## src/rtl/pulse_meas.sv

```systemverilog
// Pulse-width meter: synchronizes pulse_in, times its high phase in clk cycles
// and hands each accepted width to a consumer through a valid/ack hold register.
module pulse_meas #(
   parameter int CNT_W     = 32,
   parameter int MIN_WIDTH = 1
) (
   input  logic             clk,
   input  logic             rst_n,
   input  logic             en,
   input  logic             pulse_in,
   input  logic             width_ack,
   output logic [CNT_W-1:0] width_out,
   output logic             width_valid,
   output logic             ovf_out,
   output logic             overrun_out,
   output logic [15:0]      runt_cnt,
   output logic             busy
);

   typedef enum logic [1:0] {IDLE, WAIT_LOW, ARMED, MEASURE} state_t;

   localparam logic [CNT_W-1:0] CNT_MAX = '1;
   localparam logic [CNT_W-1:0] MIN_CNT = CNT_W'(MIN_WIDTH);

   state_t             state_q, state_d;
   logic               sync1_q, sync1_d;
   logic               s_in_q, s_in_d;
   logic               s_prev_q, s_prev_d;
   logic [CNT_W-1:0]   cnt_q, cnt_d;
   logic               ovf_q, ovf_d;
   logic [CNT_W-1:0]   width_q, width_d;
   logic               valid_q, valid_d;
   logic               ovf_out_q, ovf_out_d;
   logic               overrun_q, overrun_d;
   logic [15:0]        runt_q, runt_d;
   logic               done;

   always_ff @(posedge clk) begin
      if (!rst_n) begin
         state_q <= IDLE;
      end else begin
         state_q <= state_d;
      end
   end

   always_comb begin
      state_d = state_q;
      if (!en) begin
         state_d = IDLE;
      end else begin
         unique case (state_q)
            IDLE:     state_d = s_in_q ? WAIT_LOW : ARMED;
            WAIT_LOW: if (!s_in_q) state_d = ARMED;
            ARMED:    if (s_in_q && !s_prev_q) state_d = MEASURE;
            MEASURE:  if (!s_in_q) state_d = ARMED;
            default:  state_d = IDLE;
         endcase
      end
   end

   always_comb begin
      busy = (state_q == WAIT_LOW) || (state_q == MEASURE);
   end

   // Counting plus result hand-off; a falling edge seen in MEASURE closes the pulse.
   always_comb begin
      sync1_d   = pulse_in;
      s_in_d    = sync1_q;
      s_prev_d  = s_in_q;
      cnt_d     = '0;
      ovf_d     = 1'b0;
      width_d   = width_q;
      valid_d   = valid_q;
      ovf_out_d = ovf_out_q;
      overrun_d = overrun_q;
      runt_d    = runt_q;
      done      = en && (state_q == MEASURE) && !s_in_q;

      if (width_ack) valid_d = 1'b0;

      if (en) begin
         unique case (state_q)
            ARMED: begin
               if (s_in_q && !s_prev_q) cnt_d = CNT_W'(1);
            end
            MEASURE: begin
               if (s_in_q) begin
                  if (cnt_q == CNT_MAX) begin
                     cnt_d = cnt_q;
                     ovf_d = 1'b1;
                  end else begin
                     cnt_d = cnt_q + CNT_W'(1);
                     ovf_d = ovf_q;
                  end
               end
            end
            default: begin
               cnt_d = '0;
            end
         endcase
      end

      if (done) begin
         if (cnt_q < MIN_CNT) begin
            if (runt_q != 16'hFFFF) runt_d = runt_q + 16'd1;
         end else if (!valid_q || width_ack) begin
            width_d   = cnt_q;
            ovf_out_d = ovf_q;
            valid_d   = 1'b1;
         end else begin
            overrun_d = 1'b1;
         end
      end
   end

   always_ff @(posedge clk) begin
      if (!rst_n) begin
         sync1_q   <= 1'b0;
         s_in_q    <= 1'b0;
         s_prev_q  <= 1'b0;
         cnt_q     <= '0;
         ovf_q     <= 1'b0;
         width_q   <= '0;
         valid_q   <= 1'b0;
         ovf_out_q <= 1'b0;
         overrun_q <= 1'b0;
         runt_q    <= '0;
      end else begin
         sync1_q   <= sync1_d;
         s_in_q    <= s_in_d;
         s_prev_q  <= s_prev_d;
         cnt_q     <= cnt_d;
         ovf_q     <= ovf_d;
         width_q   <= width_d;
         valid_q   <= valid_d;
         ovf_out_q <= ovf_out_d;
         overrun_q <= overrun_d;
         runt_q    <= runt_d;
      end
   end

   assign width_out   = width_q;
   assign width_valid = valid_q;
   assign ovf_out     = ovf_out_q;
   assign overrun_out = overrun_q;
   assign runt_cnt    = runt_q;

endmodule
```

## config.mk

```make
export PLATFORM = sky130hd
export DESIGN_NAME = pulse_meas
export DESIGN_NICKNAME = d
export VERILOG_FILES = /design/src/rtl/pulse_meas.sv
export SDC_FILE = /design/constraint.sdc
export NUM_CORES = 1
export LEC_CHECK = 0
export ABC_AREA = 1
export BUFFER_PORTS_ARGS = -buffer_cell sky130_fd_sc_hd__buf_2
export CAP_MARGIN = 20
export CELL_PAD_IN_SITES_DETAIL_PLACEMENT = 1
export CELL_PAD_IN_SITES_GLOBAL_PLACEMENT = 1
export CORE_MARGIN = 2
export CORE_UTILIZATION = 45
export CTS_BUF_LIST = sky130_fd_sc_hd__clkbuf_16
export DETAILED_ROUTE_END_ITERATION = 12
export GPL_ROUTABILITY_DRIVEN = 0
export HOLD_SLACK_MARGIN = 0.02
export PLACE_DENSITY_LB_ADDON = 0.25
export SYNTH_ARGS = -nofsm -noshare
export SYNTH_HDL_FRONTEND = slang
export SYNTH_SLANG_ARGS = --single-unit
```

## constraint.sdc

```tcl
create_clock -name clk -period 3.28 [get_ports clk]
set_clock_uncertainty 0.2 [all_clocks]
set_input_delay 0.82 -clock clk [delete_from_list [all_inputs] [get_ports clk]]
set_output_delay 0.82 -clock clk [all_outputs]
set_load 0.05 [all_outputs]
```

==> run_results.csv <==
group,metric,value,unit
run_status,status,"completed",
sta,final_max_slew_viol_count,0,
logic_synthesis,netlist.area_leader.share,34.3,%
clock_tree,cts_max_path_buffers,2,
sta,setup_slack,990,ps
die,core_area,11300,µm²
global_route,overflow,0,
die,rows,39,
power_and_ir_drop,internal_power,1.68,mW
global_route,first_global_vias,5234,
route,vias,5116,
route,ant_nets,0,
sta,tightest_slew,595,ps
placed_design,place_inst,978,
logic_synthesis,synth_common_cells,"167 x nand2_1, 141 x inv_1, 113 x nor2_1, 89 x dfxtp_1, 83 x nand3_1",
logic_synthesis,yosys_warnings,0,
critical_path,cp-start-kind,"flip-flop",
clock_tree,insertion_delay,360,ps
critical_path,critPathKind,"reg2reg",
sta,rsz0062_at_grt,"no",
critical_path,critPathMaxFanout,5,
sta,fin_crit,2290,ps
route,drc,0,
logic_synthesis,syn_nets,806,
logic_synthesis,yosysTopAreaCell,"dfxtp_1",
layout,layout.cells.non_filler,994,
layout,drive_gt1_share,16.9,%
sta,hold_ws,223,ps
clock_tree,numCtsBuffers,9,
sta,fin_crit_sh,69.8,%
power_and_ir_drop,design_power_total,2.18,mW
layout,final_nets,854,
logic_synthesis,synth_edf_count,0,
critical_path,cp-end-kind,"flip-flop",
route,via_per_inst,5.15,
power_and_ir_drop,clockPowerShare,48.8,%
die,die_height,111,µm
global_route,grt_max_degree,37,
worst_hold_path,hold_path.class,"reg2reg",
placed_design,placed_area,5500,µm²
route,wirelength,15.5,mm
global_route,grt_pass1_wl,25.7,mm
placed_design,portBuffers,56,
sta,final_hold_viol_count,0,
die,die_area,12400,µm²
layout,post-route-util,51.2,%
logic_synthesis,synth.distinct_cells,35,
sta,slew_headroom,60.1,%
die,fp.dieW,111,µm
die,io_pins,57,
critical_path,critical_path_required,3380,ps
layout,num_antenna_cells,0,
global_route,antenna_found_initial,0,
global_route,grt_usage,25.6,%
power_and_ir_drop,netSwitchingFraction,22.9,%
layout,syn_to_final_growth,11.5,%
logic_synthesis,async_flop_share,0,%
logic_synthesis,postSynthCellCount,798,
sta,finalSetupTns,0,ps
clock_tree,ctsRootBufferMaster,"clkbuf_16",
run,drv_cap,0,
logic_synthesis,yosysMostFrequentCell,"nand2_1",
clock_tree,clk_pin_slew,70,ps
placed_design,dp_slack,768,ps
power_and_ir_drop,power_frac_comb,1.6,%
logic_synthesis,synthTopCellsByArea,"dfxtp_1 34%, nand2_1 12%, inv_1 10%, nor2_1 8.2%, nand3_1 8.0%",
clock_tree,clock-sinks,89,
logic_synthesis,synth_seq_cells,89,
route,dr.pass1.iters,4,
clock_tree,hold_buffers,0,
logic_synthesis,yosys_most_used_dff,"dfxtp_1",
sta,fmax,437,MHz
critical_path,worstPathArrival,2390,ps
sta,setup_viol,0,
logic_synthesis,synth.avg_cell_area,6.51,µm²
power_and_ir_drop,seqPwrFrac,49.7,%
clock_tree,cts-htree-levels,3,
clock_tree,cts_setup_buffers,0,
clock_tree,cts_resized,0,
route,routedWlPerCell,15.6,µm
power_and_ir_drop,power.density,377,nW/µm²
die,initial_core_util,45.9,%
route,drt_iter0_markers,286,
clock_tree,cts_tree,"done",
logic_synthesis,ys_seq_area_share,34.3,%
power_and_ir_drop,p_leak,2.61,nW
power_and_ir_drop,ir_drop,0.298,mV
layout,stdcell_area,5790,µm²
placed_design,hpwl,11.6,mm
logic_synthesis,synthesis.area,5200,µm²
power_and_ir_drop,switchingPower,0.501,mW
critical path, cell delays in order, from the launching register on:
cell,delay (ps)
dfxtp_1,420
ha_1,300
inv_1,120
nor2_2,180
nand2_2,150
nor2_8,210
nand3_1,290
nand3_1,190
nand2_1,60
nor2_1,110
final timing paths:
kind / startpoint / end / slack, ps / cells past startpoint
setup / recovery: cnt_q[1] / cnt_q[20] / 990 / 9
hold reg to reg: s_in_d / s_in_q / 220 / 2
hold / removal: s_in_d / s_in_q / 220 / 2
setup reg to reg: cnt_q[1] / cnt_q[20] / 990 / 9
layer usage:
layer	routed length [µm]	global-route usage, %	vias up
li1	-	-	2558
met1	7220	33.2	2450
met2	7310	42.9	88
met3	533	4.52	20
met4	393	9.47	0
met5	0	0	-
power by group through the flow:
stage | logic (mW) | clock network (mW) | registers (mW)
detailed placement | 0.0346 | 0 | 1.11
finish | 0.0345 | 1.06 | 1.08
CTS | 0.0352 | 1.08 | 1.08
global placement | 0.0327 | 0 | 1.11
global route | 0.0388 | 1.11 | 1.08
floorplan | 0.0247 | 0 | 1.11
cells by family (layout without fill, tap and decap cells):
kind of cell	Yosys count	in the layout	synth area share (%)
simple gates	449	449	41.7
xor+xnor	9	9	1.52
compound gates	62	62	6.38
fa+ha+maj	3	3	0.722
buf+inv	186	239	15.4
flops	89	89	34.3
cell type report:
cell class	count	area (µm²)
Multi-Input combinational cell	523	2620
Timing Repair Buffer	60	310
Sequential cell	89	1780
Inverter	163	612
Tap cell	143	179
Fill cell	1575	5530
Clock buffer	9	225
Clock inverter	7	70.1
cell usage in the layout (no fill, tap or decap):
cell type and instances:
nor3b_1 1, nand3b_1 8, nand4_1 19, clkinv_1 4, a21oi_2 2, nor3_1 10, nand2_2 23, nor2_8 3
nand3_1 83, xor2_1 6, nor3_4 2, clkinvlp_4 2, ha_1 3, nor2_4 5, nand3_2 1, xnor2_1 3
a22oi_1 1, buf_2 56, nand3_4 1, a21oi_1 35, buf_4 4, inv_1 141, nand2_4 4, clkbuf_16 9
nand2_1 167, a31oi_1 9, clkinv_4 1, nand2_8 1, nand4_4 2, o21ai_0 15, bufinv_16 1, dfxtp_1 89
inv_2 20, inv_6 1, nor2_2 6, nor2_1 113
sequential cells by signal, indices dropped and copies added, names as in the netlist:
name / count
cnt_q: 32
overrun_out: 1
ovf_out: 1
ovf_q: 1
runt_cnt: 16
s_in_d: 1
s_in_q: 1
s_prev_q: 1
state_q: 2
width_out: 32
width_valid: 1
Note: power is estimated with default switching activity, not from simulation.
